--- src/rtl/rv_mc_pkg.sv ---
// Shared types and encodings for the multicycle RV32I control unit and its ALU decoder.
package rv_mc_pkg;

   typedef enum logic [3:0] {
      S_FETCH, S_DECODE, S_MEMADR, S_MEMRD, S_MEMWB, S_MEMWR, S_EXECR,
      S_EXECI, S_ALUWB, S_BRANCH, S_JAL, S_UPPER, S_TRAP
   } state_t;

   typedef enum logic [3:0] {
      ALU_ADD  = 4'd0,
      ALU_SUB  = 4'd1,
      ALU_AND  = 4'd2,
      ALU_OR   = 4'd3,
      ALU_XOR  = 4'd4,
      ALU_SLT  = 4'd5,
      ALU_SLTU = 4'd6,
      ALU_SLL  = 4'd7,
      ALU_SRL  = 4'd8,
      ALU_SRA  = 4'd9
   } alu_op_t;

   // Which family of ALU operation the current state asks the decoder for.
   typedef enum logic [1:0] {CLS_ADD, CLS_SUB, CLS_R, CLS_I} alu_class_t;

   localparam logic [6:0] OP_LOAD   = 7'b0000011;
   localparam logic [6:0] OP_STORE  = 7'b0100011;
   localparam logic [6:0] OP_R      = 7'b0110011;
   localparam logic [6:0] OP_I      = 7'b0010011;
   localparam logic [6:0] OP_BRANCH = 7'b1100011;
   localparam logic [6:0] OP_JAL    = 7'b1101111;
   localparam logic [6:0] OP_LUI    = 7'b0110111;
   localparam logic [6:0] OP_AUIPC  = 7'b0010111;

   localparam logic [2:0] IMM_I = 3'd0;
   localparam logic [2:0] IMM_S = 3'd1;
   localparam logic [2:0] IMM_B = 3'd2;
   localparam logic [2:0] IMM_J = 3'd3;
   localparam logic [2:0] IMM_U = 3'd4;

   localparam logic [1:0] RES_ALUOUT  = 2'd0;
   localparam logic [1:0] RES_MEMDATA = 2'd1;
   localparam logic [1:0] RES_ALU     = 2'd2;

   localparam logic [1:0] SRCA_PC    = 2'd0;
   localparam logic [1:0] SRCA_OLDPC = 2'd1;
   localparam logic [1:0] SRCA_RS1   = 2'd2;

   localparam logic [1:0] SRCB_RS2  = 2'd0;
   localparam logic [1:0] SRCB_IMM  = 2'd1;
   localparam logic [1:0] SRCB_FOUR = 2'd2;

   localparam logic [1:0] FAULT_NONE    = 2'd0;
   localparam logic [1:0] FAULT_ILLEGAL = 2'd1;
   localparam logic [1:0] FAULT_TIMEOUT = 2'd2;

   // Branch condition from funct3 and the ALU flags; reserved encodings never take.
   function automatic logic branch_taken(input logic [2:0] funct3, input logic zero,
                                         input logic lt, input logic ltu);
      case (funct3)
         3'b000:  return zero;
         3'b001:  return !zero;
         3'b100:  return lt;
         3'b101:  return !lt;
         3'b110:  return ltu;
         3'b111:  return !ltu;
         default: return 1'b0;
      endcase
   endfunction

endpackage

--- src/rtl/rv_multicycle_ctrl_alu_dec.sv ---
// ALU operation decoder: operation class plus funct3/funct7b5 to an alu_op_t.
module rv_alu_dec
   import rv_mc_pkg::*;
(
   input  alu_class_t  alu_class,
   input  logic [2:0]  funct3,
   input  logic        funct7b5,
   output alu_op_t     alu_op
);

   // NOTE: every output gets a default before the case, so no path can infer a latch.
   always_comb begin
      alu_op = ALU_ADD;
      case (alu_class)
         CLS_ADD: alu_op = ALU_ADD;
         CLS_SUB: alu_op = ALU_SUB;
         CLS_R, CLS_I: begin
            case (funct3)
               // Immediate forms have no SUB; bit 30 is part of the immediate there.
               3'b000:  alu_op = (alu_class == CLS_R && funct7b5) ? ALU_SUB : ALU_ADD;
               3'b001:  alu_op = ALU_SLL;
               3'b010:  alu_op = ALU_SLT;
               3'b011:  alu_op = ALU_SLTU;
               3'b100:  alu_op = ALU_XOR;
               3'b101:  alu_op = funct7b5 ? ALU_SRA : ALU_SRL;
               3'b110:  alu_op = ALU_OR;
               default: alu_op = ALU_AND;
            endcase
         end
         default: alu_op = ALU_ADD;
      endcase
   end

endmodule

--- src/rtl/rv_multicycle_ctrl.sv ---
// Multicycle RV32I control FSM with mem_req/mem_ready handshake and per-access timeout.
// Define RV_MC_UPPER_IMM_EN to decode LUI/AUIPC through the UPPER state; otherwise they trap as illegal.
module rv_multicycle_ctrl
   import rv_mc_pkg::*;
#(
   parameter int ALUCTRL_W   = 4,
   parameter int MEM_TIMEOUT = 16
) (
   input  logic                 clk,
   input  logic                 rst,
   input  logic [6:0]           op,
   input  logic [2:0]           funct3,
   input  logic                 funct7b5,
   input  logic                 zero,
   input  logic                 lt,
   input  logic                 ltu,
   input  logic                 mem_ready,
   output logic                 mem_req,
   output logic                 mem_we,
   output logic                 adr_src,
   output logic                 ir_write,
   output logic                 pc_write,
   output logic                 reg_write,
   output logic [1:0]           alu_src_a,
   output logic [1:0]           alu_src_b,
   output logic [2:0]           imm_src,
   output logic [1:0]           result_src,
   output logic [ALUCTRL_W-1:0] alu_control,
   output logic                 fault,
   output logic [1:0]           fault_code
);

   state_t     state, state_nxt;
   logic [7:0] wait_cnt, wait_cnt_nxt;
   logic [1:0] fault_code_r, trap_code;
   logic       mem_wait, timeout, taken;
   alu_class_t alu_class;
   alu_op_t    alu_op;

   rv_alu_dec u_alu_dec (
      .alu_class (alu_class),
      .funct3    (funct3),
      .funct7b5  (funct7b5),
      .alu_op    (alu_op)
   );

   // A wait cycle is any memory state still waiting; mem_ready in the limit cycle wins over the timeout.
   assign mem_wait     = (state == S_FETCH || state == S_MEMRD || state == S_MEMWR) && !mem_ready;
   assign timeout      = mem_wait && (wait_cnt == 8'(MEM_TIMEOUT - 1));
   assign wait_cnt_nxt = (mem_wait && !timeout) ? wait_cnt + 8'd1 : 8'd0;
   assign taken        = branch_taken(funct3, zero, lt, ltu);

   always_comb begin
      state_nxt = state;
      trap_code = FAULT_NONE;
      case (state)
         S_FETCH: begin
            if (mem_ready)    state_nxt = S_DECODE;
            else if (timeout) begin state_nxt = S_TRAP; trap_code = FAULT_TIMEOUT; end
         end
         S_DECODE: begin
            case (op)
               OP_LOAD, OP_STORE: state_nxt = S_MEMADR;
               OP_R:              state_nxt = S_EXECR;
               OP_I:              state_nxt = S_EXECI;
               OP_BRANCH:         state_nxt = S_BRANCH;
               OP_JAL:            state_nxt = S_JAL;
`ifdef RV_MC_UPPER_IMM_EN
               OP_LUI, OP_AUIPC:  state_nxt = S_UPPER;
`endif
               default: begin state_nxt = S_TRAP; trap_code = FAULT_ILLEGAL; end
            endcase
         end
         S_MEMADR: state_nxt = (op == OP_STORE) ? S_MEMWR : S_MEMRD;
         S_MEMRD: begin
            if (mem_ready)    state_nxt = S_MEMWB;
            else if (timeout) begin state_nxt = S_TRAP; trap_code = FAULT_TIMEOUT; end
         end
         S_MEMWR: begin
            if (mem_ready)    state_nxt = S_FETCH;
            else if (timeout) begin state_nxt = S_TRAP; trap_code = FAULT_TIMEOUT; end
         end
         S_EXECR, S_EXECI, S_UPPER: state_nxt = S_ALUWB;
         S_BRANCH: begin
            if (funct3 == 3'b010 || funct3 == 3'b011) begin
               state_nxt = S_TRAP;
               trap_code = FAULT_ILLEGAL;
            end else begin
               state_nxt = S_FETCH;
            end
         end
         S_MEMWB, S_ALUWB, S_JAL: state_nxt = S_FETCH;
         S_TRAP:                  state_nxt = S_TRAP;
         default:                 begin state_nxt = S_TRAP; trap_code = FAULT_ILLEGAL; end
      endcase
   end

   // NOTE: sequential state uses non-blocking assignments; reset is synchronous, sampled on the clock edge.
   always_ff @(posedge clk) begin
      if (rst) begin
         state        <= S_FETCH;
         wait_cnt     <= 8'd0;
         fault_code_r <= FAULT_NONE;
      end else begin
         state    <= state_nxt;
         wait_cnt <= wait_cnt_nxt;
         if (state != S_TRAP && state_nxt == S_TRAP) fault_code_r <= trap_code;
      end
   end

   always_comb begin
      mem_req    = 1'b0;
      mem_we     = 1'b0;
      adr_src    = 1'b0;
      ir_write   = 1'b0;
      pc_write   = 1'b0;
      reg_write  = 1'b0;
      alu_src_a  = SRCA_PC;
      alu_src_b  = SRCB_RS2;
      imm_src    = IMM_I;
      result_src = RES_ALUOUT;
      alu_class  = CLS_ADD;
      case (state)
         S_FETCH: begin
            mem_req    = 1'b1;
            alu_src_b  = SRCB_FOUR;
            result_src = RES_ALU;
            ir_write   = mem_ready;
            pc_write   = mem_ready;
         end
         S_DECODE: begin
            alu_src_a = SRCA_OLDPC;
            alu_src_b = SRCB_IMM;
            imm_src   = IMM_B;
         end
         S_MEMADR: begin
            alu_src_a = SRCA_RS1;
            alu_src_b = SRCB_IMM;
            imm_src   = (op == OP_STORE) ? IMM_S : IMM_I;
         end
         S_MEMRD: begin
            mem_req = 1'b1;
            adr_src = 1'b1;
         end
         S_MEMWB: begin
            result_src = RES_MEMDATA;
            reg_write  = 1'b1;
         end
         S_MEMWR: begin
            mem_req = 1'b1;
            mem_we  = 1'b1;
            adr_src = 1'b1;
         end
         S_EXECR: begin
            alu_src_a = SRCA_RS1;
            alu_class = CLS_R;
         end
         S_EXECI: begin
            alu_src_a = SRCA_RS1;
            alu_src_b = SRCB_IMM;
            alu_class = CLS_I;
         end
         S_ALUWB: reg_write = 1'b1;
         S_BRANCH: begin
            alu_src_a = SRCA_RS1;
            alu_class = CLS_SUB;
            pc_write  = taken;
         end
         S_JAL: begin
            alu_src_a = SRCA_OLDPC;
            alu_src_b = SRCB_FOUR;
            imm_src   = IMM_J;
            pc_write  = 1'b1;
            reg_write = 1'b1;
         end
         S_UPPER: begin
            // LUI relies on the datapath forcing rs1 to x0.
            alu_src_a = (op == OP_AUIPC) ? SRCA_OLDPC : SRCA_RS1;
            alu_src_b = SRCB_IMM;
            imm_src   = IMM_U;
         end
         default: ;
      endcase
      // Strobes must be quiet during reset, whatever state the register still holds.
      if (rst) begin
         mem_req   = 1'b0;
         mem_we    = 1'b0;
         ir_write  = 1'b0;
         pc_write  = 1'b0;
         reg_write = 1'b0;
      end
   end

   assign alu_control = ALUCTRL_W'(alu_op);
   assign fault       = (state == S_TRAP);
   assign fault_code  = fault_code_r;

endmodule

--- config.mk ---
export PLATFORM = sky130hd
export DESIGN_NAME = rv_multicycle_ctrl
export DESIGN_NICKNAME = d
export VERILOG_FILES = /design/src/rtl/rv_mc_pkg.sv /design/src/rtl/rv_multicycle_ctrl_alu_dec.sv /design/src/rtl/rv_multicycle_ctrl.sv
export SDC_FILE = /design/constraint.sdc
export NUM_CORES = 1
export LEC_CHECK = 0
export CAP_MARGIN = 20
export CORE_ASPECT_RATIO = 1.5
export CORE_MARGIN = 3
export CORE_UTILIZATION = 25
export CTS_BUF_LIST = sky130_fd_sc_hd__clkbuf_4 sky130_fd_sc_hd__clkbuf_8 sky130_fd_sc_hd__clkbuf_16
export CTS_CLUSTER_DIAMETER = 120
export CTS_CLUSTER_SIZE = 30
export DETAILED_ROUTE_END_ITERATION = 16
export SETUP_SLACK_MARGIN = 0.02
export SLEW_MARGIN = 5
export SYNTH_ARGS = -nofsm -noshare
export SYNTH_HDL_FRONTEND = slang
export SYNTH_SLANG_ARGS = --single-unit
export TNS_END_PERCENT = 50
--- constraint.sdc ---
create_clock -name clk -period 2.4 [get_ports clk]
set_input_delay 0.72 -clock clk [delete_from_list [all_inputs] [get_ports clk]]
set_output_delay 0.72 -clock clk [all_outputs]
set_load 0.05 [all_outputs]
After elaboration in Yosys (flattened, before gate mapping)
Cells that the tools add are included.

Muxes and demuxes: 36. Add/sub/neg operators: 1. Equal/unequal tests: 32. Bitwise logic cells: 1. Reduce and logical (&&, ||, !) cells: 29.

Operators with widths (number): $pmux 4 s8 (1); $pmux 4 s7 (1); $eq 4x4->1 const B (6); $mux 4 (5); $pmux 4 s5 (1); $eq 4x3->1 const B (4); $mux 1 (15); $eq 7x5->1 const B (2); $eq 7x6->1 const B (2); $eq 7x7->1 const B (2); $eq 3x3->1 const B (4); $pmux 2 s3 (2); $pmux 3 s4 (1); $pmux 4 s3 (1); $reduce_or 2->1 (6); $reduce_or 3->1 (3); $add 8x1->8 const B (1); $eq 4x2->1 const B (2); $eq 8x4->1 const B (1); $pmux 2 s2 (2); $pmux 2 s4 (1); $reduce_or 4->1 (2); $reduce_or 8->1 (1); $eq 7x2->1 const B (1); other kinds (18) (32).

Output and inout bits: 22. Bits in registers: 14.

Logic depth before layout (Yosys ltp)
Gate-level depths: netlist of the first run.

Word-level depth: 10. Depth in mapped cells: 7. Mapped depth without buffers: 6.

Modules after synthesis
A second synthesis of the first run with hierarchy kept.

Cells, all modules: 164. Area, all modules: 1159.9 um^2.

Modules (own cells, without submodules): rv_multicycle_ctrl (cells an instance 150, area each 1073.5 um^2, times used 1); rv_alu_dec (cells an instance 14, area each 86.3 um^2, times used 1).

Least setup slack after synthesis of the first run
OpenSTA, ideal clock, no wires.

Path kind: register to output. Start point: register state[1]. End point: output ir_write. Arrival: 2808 ps. Stages on the path, launching flop included: 4. Path buffers: 1. Slack: -1128 ps. Cell sequence: dfxtp_1 > clkbuf_1 > nor4_1 > and3_1.

Longest elaborated chain between the ends: 3.

RTL lines: from (decl) (line rv_multicycle_ctrl.sv:33) `state_t state, state_nxt;`; from (signal assigned) (line rv_multicycle_ctrl.sv:105) `state <= state_nxt;`; $logic_not 4->1 (line rv_multicycle_ctrl.sv:123) `case (state)`; $mux 1 (line rv_multicycle_ctrl.sv:123); $mux 1 (line rv_multicycle_ctrl.sv:185) `if (rst) begin`; to (decl) (line rv_multicycle_ctrl.sv:21) `output logic ir_write,`.

Every way passes these cells.

Worst setup path after layout of the first run
Start point: input op[0]. End point: output alu_src_a[1].

Longest elaborated chain between the ends: 3.

RTL lines: from (decl) (line rv_multicycle_ctrl.sv:11) `input logic [6:0] op,`; $eq 7x5->1 (line rv_multicycle_ctrl.sv:178) `alu_src_a = (op == OP_AUIPC) ? SRCA_OLDPC : SRCA_RS1;`; $mux 2 (line rv_multicycle_ctrl.sv:178); $pmux 2 s3 (line rv_multicycle_ctrl.sv:123); to (decl) (line rv_multicycle_ctrl.sv:24) `output logic [1:0] alu_src_a,`.

Every way passes these cells.

==> impl_metrics.csv, run 1 <==
group,metric,value,unit
yosys,synth_edf_count,0,
yosys,synth_top_area_cell,"dfxtp_1",
routing,drt_iter0_drc,45,
yosys,ys_top_cells_by_count,"nor2_1 (29), dfxtp_1 (14), nand2_1 (14), clkbuf_1 (12), nor3_1 (12)",
run_status,status,"finished with violations",
sta,clock_skew,0.000772,ns
sta,rsz0062_at_grt,"true",
sta,maxSlewViolCount,0,
worst_setup_path,cp-end-kind,"output port",
yosys,synth-seq-area-share,22.8,%
yosys,ys_async_sr_fraction,0,%
routing,postRouteAntennaNets,0,
place,dp_hpwl,3070,microns
pwr,p_leak,0.990,nW
routing,drc,0,
clock_tree,clock_path_buffers,2,
sta,fin_crit_sh,103,%
floorplanning,die_w,63.3,microns
layout,area_growth,90.4,%
worst_setup_path,cp_num_buf_inv,2,
clock_tree,htreeDepth,1,
worst_setup_path,start_kind,"primary input",
yosys,ys.flop_type,"dfxtp_1",
worst_setup_path,path_max_fanout,2,
yosys,synth_area_leaders,"dfxtp_1 (23%), nor2_1 (8.9%), nor3_1 (4.9%)",
floorplanning,initial_core_util,26.4,%
clock_tree,clk_latency,0.25,ns
worst_setup_path,crit_type,"in -> out",
clock_tree,cts_tree,"built",
floorplanning,dieHeight,91.9,microns
place,port_buffers,38,
sta,finalSetupViolations,3,
global_route,antenna_found_initial,0,
pwr,ir_drop,0.226,mV
yosys,synth_top_area_share,22.8,%
routing,drt_first_pass_iters,4,
clock_tree,clock_sinks,14,
yosys,yosys_warnings,0,
floorplanning,core.rowCount,30,
global_route,grt-ovfl-total,0,
clock_tree,clock-root-buffer,"clkbuf_8",
sta,slew_headroom,67.1,%
yosys,synth_cell_types,43,
worst_setup_path,path_cells,"buf_8 -> nand2_4 -> or3_4 -> o41ai_2 -> mux2i_1 -> buf_4",
place,gp_congestion,0.757,
clock_tree,cts_buffers,3,
pwr,power_density,434,nW/um^2
worst_setup_path,crit_family,"simple AND/OR/NAND/NOR gates",
global_route,track_usage,14.1,%
worst_hold_path,holdCritPathClass,"reg -> reg",
worst_setup_path,max_stage_delay,0.38,ns
worst_setup_path,cp.required,1.68,ns
sta,post-route-min-period,2.47,ns
yosys,synth_most_common_cell,"nor2_1",
sta,timing.fmax,0.405,GHz
pwr,power,0.00102,W
global_route,grt_pass1_vias,1554,
worst_setup_path,cp.arrival,1.75,ns
worst_setup_path,cp_slowest_cell,"or3_4",
yosys,synth_seq_cells,14,
sta,setup_ws,-0.0684,ns
sta,report.final.hold_viol_count,0,
layout,fin_nets,264,
routing,wl_per_cell,13.4,microns
global_route,grt_pass1_wl,6740,microns
yosys,avgSynthCellArea,6.95,sq um
run_status,violations,"setup timing",
clock_tree,clk_pin_slew,0.06,ns
floorplanning,ios,39,
yosys,syn_nets,195,
floorplanning,dieArea,5810,sq um
routing,routed_wl,4130,microns
routing,viasPerCell,4.88,
floorplanning,coreArea,4650,sq um
layout,diodes,0,
yosys,syn-cell-area,1230,sq um
sta,worst_pin_slew,0.491,ns
layout,fillers,455,
global_route,grt_max_degree,16,
job,maxCapViolations,0,
sta,hold-worst-slack,0.460,ns
layout,drive_gt1_share,44.5,%
yosys,synth_cells,177,
routing,via_count,1509,
-- logic make-up (layout without fill, tap and decap cells) --
logic type / count (synthesis) / in the layout / share of synthesized area (%)
simple gates: 93 / 93 / 40.2
compound gates: 37 / 37 / 20.0
buf+inv: 19 / 87 / 6.41
flops: 14 / 14 / 22.8
xor+xnor: 10 / 10 / 7.12
mux: 3 / 3 / 2.44
fa+ha+maj: 1 / 1 / 1.02
-- power breakdown --
part	leakage [nW]	internal [W]	switching, W	total, W
Combinational	0.846	0.000253	0.000268	0.000521
Sequential	0.115	0.000243	0.0000200	0.000263
Clock	0.0288	0.000145	0.0000856	0.000231
-- final cells by class --
| type | count | area (sq um) | area share, % |
|---|---|---|---|
| sequential | 14 | 284 | 12.1 |
| clock buffer | 4 | 55.1 | 2.35 |
| inverter | 6 | 22.5 | 0.962 |
| multi-input combinational | 144 | 1060 | 45.4 |
| timing repair buffer | 77 | 837 | 35.7 |
| tap | 64 | 80.1 | 3.42 |
-- flip-flops by register name, summed over array words and instances (netlist names) --
name	count
fault_code	2
wait_cnt	8
state	4
-- layout by cell type, fill, tap and decap left out, types with 2 or more instances in the layout --
| cell | Yosys | routed |
|---|---|---|
| buf_2 | 0 | 7 |
| nand2b_1 | 5 | 3 |
| a31oi_1 | 3 | 3 |
| dfxtp_1 | 14 | 11 |
| or4_1 | 3 | 3 |
| nor3b_1 | 4 | 4 |
| o21a_1 | 2 | 2 |
| and2_1 | 2 | 2 |
| and3_1 | 4 | 3 |
| nor3_1 | 12 | 4 |
| and3b_1 | 3 | 3 |
| inv_1 | 6 | 6 |
| xor2_1 | 4 | 4 |
| nor2_1 | 29 | 25 |
| a211oi_1 | 2 | 2 |
| buf_8 | 0 | 2 |
| nor3_2 | 0 | 2 |
| buf_6 | 1 | 4 |
| a21oi_1 | 9 | 7 |
| clkbuf_8 | 0 | 4 |
| clkdlybuf4s50_1 | 0 | 2 |
| nor2_2 | 0 | 3 |
| o21ai_0 | 8 | 7 |
| dlygate4sd2_1 | 0 | 3 |
| nand2_1 | 14 | 12 |
| a21oi_2 | 0 | 2 |
| nor2b_1 | 3 | 3 |
| nor3_4 | 0 | 6 |
| dfxtp_2 | 0 | 3 |
| nand3_1 | 4 | 4 |
| mux2i_1 | 3 | 3 |
| buf_4 | 0 | 38 |
| xnor2_1 | 6 | 6 |
| buf_12 | 0 | 19 |
-- path summary, 6_finish.rpt --
check / slack [ns] / end / from / cells after the start
worst max-delay path: -0.07 / alu_src_a[1] / op[0] / 6
worst min-delay path: 0.46 / wait_cnt[0]$_SDFF_PP0_ / wait_cnt[0]$_SDFF_PP0_ / 1
worst max register to register: 0.31 / fault_code[0]$_SDFFE_PP0P_ / state[0]$_SDFF_PP0_ / 5
worst min register to register: 0.46 / wait_cnt[0]$_SDFF_PP0_ / wait_cnt[0]$_SDFF_PP0_ / 1
-- routing by layer --
metal / track usage [%] / up-vias / wire (microns)
li1: - / 763 / -
met1: 15.1 / 702 / 1610
met2: 27.3 / 39 / 2290
met3: 2.57 / 5 / 187
met4: 4.32 / 0 / 46
met5: 0 / - / 0
-- per-stage QoR --
step | setup slack (ns) | std cells | cell area (sq um) | utilization (%) | setup TNS [ns]
after CTS | -0.0640 | 309 | 2330 | 50.1 | -0.124
final | -0.0684 | 309 | 2340 | 50.3 | -0.122
after global placement | -0.597 | 301 | 2180 | 46.9 | -3.46
after global routing | -0.110 | 309 | 2340 | 50.3 | -0.251
after detailed placement | -0.599 | 301 | 2180 | 46.9 | -3.53
after floorplan | -0.269 | 177 | 1360 | - | -0.972
-- what timing repair did --
| item | 4_1_cts | 5_1_grt |
|---|---|---|
| setup buffers | 4 | 0 |
| gates resized for setup | 73 | 6 |
| endpoints found under the setup margin | 13 | 6 |
| pin swaps | 14 | 1 |
| hold buffers | 0 | 0 |
No activity file was read; power rests on OpenSTA's default activity.
==> inputs of run 2 (changes only) <==
- SLEW_MARGIN: 5 -> not set
==> results of run 2 <==
No change in the layout: final DEF, timing and power equal those of run 1.
